[config.mk]
export PLATFORM = sky130hd
export DESIGN_NAME = fetch_sequencer
export DESIGN_NICKNAME = d
export VERILOG_FILES = /design/src/rtl/fetch_pkg.sv /design/src/rtl/fetch_timeout_counter.sv /design/src/rtl/fetch_sequencer.sv
export SDC_FILE = /design/constraint.sdc
export NUM_CORES = 1
export LEC_CHECK = 0
export CAP_MARGIN = 20
export CORE_MARGIN = 2
export CORE_UTILIZATION = 48
export CTS_CLUSTER_DIAMETER = 120
export DETAILED_ROUTE_END_ITERATION = 10
export GPL_TIMING_DRIVEN = 1
export HOLD_SLACK_MARGIN = 0.15
export PLACE_DENSITY = 0.88
export SLEW_MARGIN = 20
export SYNTH_ARGS = -nofsm -noshare
export SYNTH_HDL_FRONTEND = slang
export SYNTH_SLANG_ARGS = --single-unit
[constraint.sdc]
create_clock -name Clock_in -period 6.1 [get_ports Clock_in]
set_clock_uncertainty 0.15 [all_clocks]
set_input_delay 1.83 -clock Clock_in [delete_from_list [all_inputs] [get_ports Clock_in]]
set_output_delay 1.83 -clock Clock_in [all_outputs]
set_load 0.05 [all_outputs]
[src/rtl/fetch_pkg.sv]
// Shared fetch-path definitions: FSM state encoding, datapath width, default PC step.
// Latency: n/a (types and constants only).
// Backpressure: n/a.
// Contents: XLEN, PC_STEP_DEFAULT, fetch_state_t, word_aligned().
package fetch_pkg;

  localparam int XLEN = 32;
  localparam logic [XLEN-1:0] PC_STEP_DEFAULT = 32'd4;

  typedef enum logic [2:0] {
    ST_IDLE  = 3'd0,
    ST_REQ   = 3'd1,
    ST_WAIT  = 3'd2,
    ST_HOLD  = 3'd3,
    ST_FLUSH = 3'd4,
    ST_FAULT = 3'd5
  } fetch_state_t;

  // Instruction addresses must be word aligned.
  function automatic logic word_aligned(input logic [XLEN-1:0] addr);
    return (addr[1:0] == 2'b00);
  endfunction

endpackage

[src/rtl/fetch_timeout_counter.sv]
// Counts cycles an instruction-memory request has been outstanding; flags expiry.
// Latency: expired is combinational on the registered count (same-cycle).
// Backpressure: none; clear has priority over enable.
// Ports: clk, rst_n (async active-low), clear, enable -> expired.
module fetch_timeout_counter #(
  parameter int TIMEOUT_CYCLES = 16
) (
  input  logic clk,
  input  logic rst_n,
  input  logic clear,
  input  logic enable,
  output logic expired
);

  localparam int CW = $clog2(TIMEOUT_CYCLES + 1);
  localparam logic [CW-1:0] LIMIT    = CW'(TIMEOUT_CYCLES);
  localparam logic [CW-1:0] LIMIT_M1 = CW'(TIMEOUT_CYCLES - 1);

  logic [CW-1:0] cnt;

  always_ff @(posedge clk or negedge rst_n) begin
    if (!rst_n) begin
      cnt <= '0;
    end else if (clear) begin
      cnt <= '0;
    end else if (enable && (cnt != LIMIT)) begin
      cnt <= cnt + CW'(1);
    end
  end

  // Asserted during the cycle whose increment brings the count to the limit,
  // so the owner can act on that same edge; stays asserted once saturated.
  assign expired = enable && (cnt >= LIMIT_M1);

endmodule

[src/rtl/fetch_sequencer.sv]
// Fetch sequencer: drives the PC register, fetches one word per PC over req/ack, hands it to decode.
// Latency: REQ -> Instr_valid is 2 cycles plus memory wait; PC update visible before the next REQ.
// Backpressure: Instr_valid/Instr_out held until Instr_ready; no new Mem_req while holding.
// Ports: Clock_in, Signal_reset (async active-low); PC reg: Pc_data in, Pc_in/Pc_write out;
//        memory: Mem_addr/Mem_req out, Mem_ack/Mem_rdata in; decode: Instr_out/Instr_valid out,
//        Instr_ready in; redirect: Branch_valid/Branch_target in; status: Fetch_fault (sticky).
module fetch_sequencer
  import fetch_pkg::*;
#(
  parameter logic [XLEN-1:0] PC_STEP        = PC_STEP_DEFAULT,
  parameter int              TIMEOUT_CYCLES = 16
) (
  input  logic            Clock_in,
  input  logic            Signal_reset,
  input  logic [XLEN-1:0] Pc_data,
  output logic [XLEN-1:0] Pc_in,
  output logic            Pc_write,
  output logic [XLEN-1:0] Mem_addr,
  output logic            Mem_req,
  input  logic            Mem_ack,
  input  logic [XLEN-1:0] Mem_rdata,
  output logic [XLEN-1:0] Instr_out,
  output logic            Instr_valid,
  input  logic            Instr_ready,
  input  logic            Branch_valid,
  input  logic [XLEN-1:0] Branch_target,
  output logic            Fetch_fault
);

  fetch_state_t state;

  logic in_flight;
  logic redirect_ok;
  logic tmo_expired;
  logic fault_now;

  assign in_flight = (state == ST_WAIT) || (state == ST_FLUSH);

  // Redirects are only honoured in states that own the fetch stream.
  assign redirect_ok = (state inside {ST_REQ, ST_WAIT, ST_HOLD, ST_FLUSH});

  // A misaligned redirect or an expired outstanding request both kill the fetch path.
  assign fault_now = redirect_ok &&
                     ((Branch_valid && !word_aligned(Branch_target)) ||
                      (in_flight && !Mem_ack && tmo_expired));

  fetch_timeout_counter #(
    .TIMEOUT_CYCLES (TIMEOUT_CYCLES)
  ) u_tmo (
    .clk     (Clock_in),
    .rst_n   (Signal_reset),
    .clear   (state == ST_REQ),
    .enable  (in_flight),
    .expired (tmo_expired)
  );

  always_ff @(posedge Clock_in or negedge Signal_reset) begin
    if (!Signal_reset) begin
      state       <= ST_IDLE;
      Pc_in       <= '0;
      Pc_write    <= 1'b0;
      Mem_addr    <= '0;
      Mem_req     <= 1'b0;
      Instr_out   <= '0;
      Instr_valid <= 1'b0;
      Fetch_fault <= 1'b0;
    end else begin
      Pc_write <= 1'b0;
      if (fault_now) begin
        Mem_req     <= 1'b0;
        Instr_valid <= 1'b0;
        Fetch_fault <= 1'b1;
        state       <= ST_FAULT;
      end else begin
        unique case (state)
          ST_IDLE: state <= ST_REQ;

          ST_REQ: begin
            if (Branch_valid) begin
              Pc_in    <= Branch_target;
              Pc_write <= 1'b1;
            end else if (!Pc_write) begin
              // A write issued last cycle lands in the PC register on this edge,
              // so Pc_data is only trusted once no write is in flight.
              Mem_addr <= Pc_data;
              Mem_req  <= 1'b1;
              state    <= ST_WAIT;
            end
          end

          ST_WAIT: begin
            if (Branch_valid) begin
              Pc_in       <= Branch_target;
              Pc_write    <= 1'b1;
              Instr_valid <= 1'b0;
              if (Mem_ack) begin
                Mem_req <= 1'b0;
                state   <= ST_REQ;
              end else begin
                state <= ST_FLUSH;
              end
            end else if (Mem_ack) begin
              Mem_req     <= 1'b0;
              Instr_out   <= Mem_rdata;
              Instr_valid <= 1'b1;
              Pc_in       <= Mem_addr + PC_STEP;
              Pc_write    <= 1'b1;
              state       <= ST_HOLD;
            end
          end

          ST_HOLD: begin
            if (Branch_valid) begin
              Pc_in       <= Branch_target;
              Pc_write    <= 1'b1;
              Instr_valid <= 1'b0;
              state       <= ST_REQ;
            end else if (Instr_ready) begin
              Instr_valid <= 1'b0;
              state       <= ST_REQ;
            end
          end

          ST_FLUSH: begin
            if (Branch_valid) begin
              Pc_in    <= Branch_target;
              Pc_write <= 1'b1;
            end
            // Response to the abandoned request is swallowed.
            if (Mem_ack) begin
              Mem_req <= 1'b0;
              state   <= ST_REQ;
            end
          end

          default: state <= ST_FAULT;
        endcase
      end
    end
  end

endmodule
[Word level (Yosys, flattened, before mapping)]
Index checks and enable logic that the tools add are counted.
Operators by class
  mux-type cells: 32
  bitwise operators: 3
  reductions and logical operators: 25
  $lt $le $gt $ge: 1
  $add $sub $neg: 2
  equality and inequality tests: 13
Operator list (count)
  $mux W32: 3
  $pmux W32 S2: 1
  $add A32 B3 Y32 const B: 1
  $mux W3: 9
  $reduce_and A4 Y1: 4
  $pmux W3 S5: 1
  $mux W1: 13
  $ne A3 B3 Y1 const B: 4
  $mux W5: 2
  $ne A4 B4 Y1 const B: 2
  $eq A3 B2 Y1 const B: 2
  $logic_and A1 B1 Y1: 6
  $pmux W1 S2: 3
  $reduce_bool A3 Y1: 2
  $add A5 B1 Y5 const B: 1
  $ge A5 B4 Y1 const B: 1
  $ne A5 B5 Y1 const B: 1
  $reduce_and A5 Y1: 1
  $reduce_bool A2 Y1: 2
  $reduce_bool A4 Y1: 1
  $eq A3 B1 Y1 const B: 1
  $eq A3 B3 Y1 const B: 1
  $logic_not A3 Y1: 1
  $ne A3 B1 Y1 const B: 1
  other kinds (8): 12
Word-level totals
  bits of input ports: 101
  flip-flop bits (word level): 108
  output and inout port bits: 100
  logic and storage cells: 85

[Longest topological paths before layout]
  depth in word-level cells: 8
  depth in mapped cells: 10
  mapped depth without buffers: 9

[Modules after synthesis]
From an unflattened synthesis, not the netlist that was laid out.
Unflattened totals
  cell total of the unflattened synthesis: 455
  area total of the unflattened synthesis: 5323.9 um2
By module, submodules not included
  fetch_sequencer: area an instance 5013.6 um2, instances 1, cells each 422, sequential area each 2577.5 um2
  fetch_timeout_counter: area an instance 310.3 um2, instances 1, cells each 33, sequential area each 125.1 um2

[Least setup slack after synthesis]
OpenSTA, ideal clock, no wires.
  path type: input-to-reg
  start: input Branch_valid
  end: register Instr_out[22]
  library setup time: 0.128 ns
  path buffers: 2
  stages on the path: 8
  arrival: 3.168 ns
  setup slack: 2.655 ns
  required time: 5.822 ns
  cell sequence: buf_2 -> nand2_1 -> o32ai_1 -> o211ai_2 -> inv_4 -> nand2_4 -> buf_6 -> mux2_1
Between the ends
  cells in the longest elaborated chain, start to end: 5
  elaborated cells on any way between the ends: 6
  classes of those cells: bitwise (2); reduce/logical (4)
RTL lines
  from (decl): line fetch_sequencer.sv:25  | input logic Branch_valid,
  $logic_and A1 B1 Y1: line fetch_sequencer.sv:44  | ((Branch_valid && !word_aligned(Branch_target)) ||
  $logic_or A1 B1 Y1: line fetch_sequencer.sv:44
  $logic_and A1 B1 Y1: line fetch_sequencer.sv:43  | assign fault_now = redirect_ok &&
  $not A1 Y1 (no source line)
  $reduce_and A4 Y1 (no source line) *
  to (signal assigned): line fetch_sequencer.sv:104  | Instr_out <= Mem_rdata;
  to (decl): line fetch_sequencer.sv:22  | output logic [XLEN-1:0] Instr_out,
Every way passes the cells marked *; elsewhere a longest branch is shown, timed or not.
A chain may end at the register's enable or synchronous reset.

[Final worst setup path]
  start: input Branch_valid
  end: register Instr_out[2]
Same word-level chain as after synthesis.

==> results.yml <==
global_routing:
  grt_pass1_wl_mm: 22.2
  use_met2_pct: 39.4
  grt_pass1_vias: 4408
  grt_max_degree: 80
  use_met1_pct: 30.7
  grtUsageMet3_pct: 7.47
  overflow: 0
  antenna_found_initial: 0
  track_usage_pct: 24.2
  top_usage_layer: "met2"
clocking:
  cts_hold_buf: 0
  cts-buffers-inserted: 9
  cts.path.max_buffers: 2
  cts_sinks: 108
  ctsRootBufferMaster: "clkbuf_8"
  h-tree-depth: 3
  clk_latency_ns: 0.38
  path_clk_slew_ns: 0.10
  cts_tree: "done"
  cts_resized: 0
  cts_setup_buffers: 0
sta:
  fin_crit_sh_pct: 65.7
  worst_pin_slew_ns: 0.872
  period_minus_slack_ns: 4.01
  setup-tns-final_ns: 0
  grt_setup_unrepaired: "false"
  fin_ws_ns: 2.09
  maxSlewHeadroom_pct: 41.9
  final_hold_viol_count: 0
  hold_slack_ns: 0.335
  drv_slew: 0
  setup_viol: 0
  fmax_mhz: 250
finish:
  fill_cells: 780
  areaGrowthSynthToFinish_pct: 43.6
  layout_common_cells: "clkdlybuf4s50_1 (199), dfrtp_1 (108), nand2_1 (46)"
  nNetsFinal: 773
  drive_gt1_share_pct: 9.66
  insertedDiodeCount: 0
  final_common_cell: "clkdlybuf4s50_1"
  fin_util_pct: 70.3
synth:
  avgSynthCellArea_um2: 11.0
  synth_edf_count: 0
  synth_nets: 584
  async_flop_share_pct: 100
  synth-seq-cells: 108
  ys_warn_count: 0
  syn_inst: 479
  netlist-cell-type-count: 60
  synth_ff_type: "dfrtp_1"
  syn_area_mm2: 0.00528
  yosysSeqAreaShare_pct: 51.2
status:
  outcome: "completed"
power:
  peakVddDrop_uv: 396
  p_leak_uw: 0.00318
  p_per_area_mw_per_mm2: 590
placement:
  pre_cts_ws_ns: 1.71
  hpwl_mm: 10.5
  globalplace.congestion: 0.859
  numPortBuffers: 200
routing:
  drt-initial-drc-count: 266
  vias: 4496
  wl_mm: 14.0
  antenna_left: 0
  viasPerCell: 5.53
  wl_per_cell_um: 17.3
  dr.pass1.iters: 5
  drc: 0
floorplan:
  initial_core_util_pct: 48.9
  dieArea_mm2: 0.0119
  die_h_um: 109
  chipWidth_um: 109
  core_area_mm2: 0.0108
  io_pins: 201
  num_rows: 38
setup_path:
  cp_cell_sequence: "clkdlybuf4s50_1 -> nand2_1 -> o32ai_1 -> o211ai_4 -> inv_4 -> nand2_4 -> mux2_1"
  cp-end-kind: "register"
  crit_required_ns: 6.21
  slowest_delay_ns: 0.68
  worstSetupPathType: "in -> reg"
  crit_path_start_kind: "input port"
  critPathArrivalTime_ns: 4.11
  cp_max_fo: 42
  cp_slowest_cell: "clkdlybuf4s50_1"
worst_hold_path:
  hold_class: "reg -> reg"
run:
  maxCapViolCount: 0
flip-flops by register name, indices dropped and copies added (netlist names):
name and cells:
Instr_out 32, Mem_addr 32, Pc_in 32, u_tmo.cnt 5, state 3, Fetch_fault 1, Instr_valid 1, Mem_req 1
Pc_write 1
per-layer routing:
layer | up-vias | share of wire [%]
li1 | 2107 | -
met4 | 0 | 2.1
met2 | 207 | 49
met1 | 2159 | 39
met3 | 23 | 9.6
met5 | - | 0
path summary, 6_finish.rpt:
path / start / end / slack [ns] / cells past startpoint
setup / recovery: Branch_valid / Instr_out[2] / 2.09 / 7
hold / removal: Pc_in[11] / Pc_in[11] / 0.33 / 2
setup reg to reg: state[0] / Instr_out[2] / 3.16 / 4
hold reg to reg: Pc_in[11] / Pc_in[11] / 0.33 / 2
max in group asynchronous: Signal_reset / Mem_addr[18] / 3.59 / 3
min in group asynchronous: Signal_reset / Mem_addr[5] / 1.18 / 1
Yosys cell counts (all sizes together) (4+ instances only):
| master | number | area (um2) |
|---|---|---|
| and2 | 4 | 25.0 |
| mux2 | 64 | 721 |
| o211ai | 12 | 95.1 |
| nand4 | 10 | 62.6 |
| nor3 | 10 | 55.1 |
| ha | 4 | 50.1 |
| nor2 | 33 | 124 |
| clkbuf | 7 | 26.3 |
| nand2 | 47 | 184 |
| and3 | 8 | 50.1 |
| nand3 | 21 | 105 |
| dfrtp | 108 | 2700 |
| xor2 | 13 | 114 |
| xnor2 | 10 | 95.1 |
| mux2i | 7 | 70.1 |
| a21oi | 8 | 51.3 |
| o21ai | 25 | 125 |
| inv | 11 | 43.8 |
| nor4 | 7 | 50.1 |
| a211oi | 6 | 45.0 |
| buf | 19 | 123 |
| o31ai | 10 | 75.1 |
area by class of cell:
type | instances | area, um2 | area share [%]
flip-flops and latches | 108 | 2700 | 35.6
clock buffers | 12 | 145 | 1.91
well taps | 140 | 175 | 2.31
repair buffers | 204 | 2050 | 27.0
inverters | 11 | 43.8 | 0.577
multi-input cells | 334 | 2400 | 31.6
clock inverters | 4 | 72.6 | 0.957
logic make-up after synthesis:
logic type                 Yosys count  synth area share, %
and+or+nand+nor                    152                 14.2
DFF                                108                 51.2
AOI/OAI and AO/OA                   84                 11.2
muxes                               71                 15.0
buffers and inverters               37                 3.65
xor gates and xnor gates            23                 3.96
adders and majority gates            4                0.947
worst max-delay path, delay by kind of cell:
family | cells | cell delay (ns)
buffers and inverters | 2 | 0.85
AND/OR/NAND/NOR | 2 | 0.40
multiplexers | 1 | 0.46
AO/OA/AOI/OAI | 2 | 0.55
stage by stage:
step	power (uW)	instances	area, um2
after floorplan	3090	479	5280
after global placement	3940	796	7340
after detailed placement	4010	796	7340
after CTS	4500	812	7560
after global routing	4710	813	7580
final	4480	813	7580
power breakdown:
part | switching (uW) | leakage (uW) | internal (uW) | total [uW]
sequential | 333 | 0.00134 | 1040 | 1380
combinational | 1670 | 0.00174 | 950 | 2620
clock | 241 | 0.000107 | 242 | 483
Note: power is estimated with default switching activity, not from simulation.
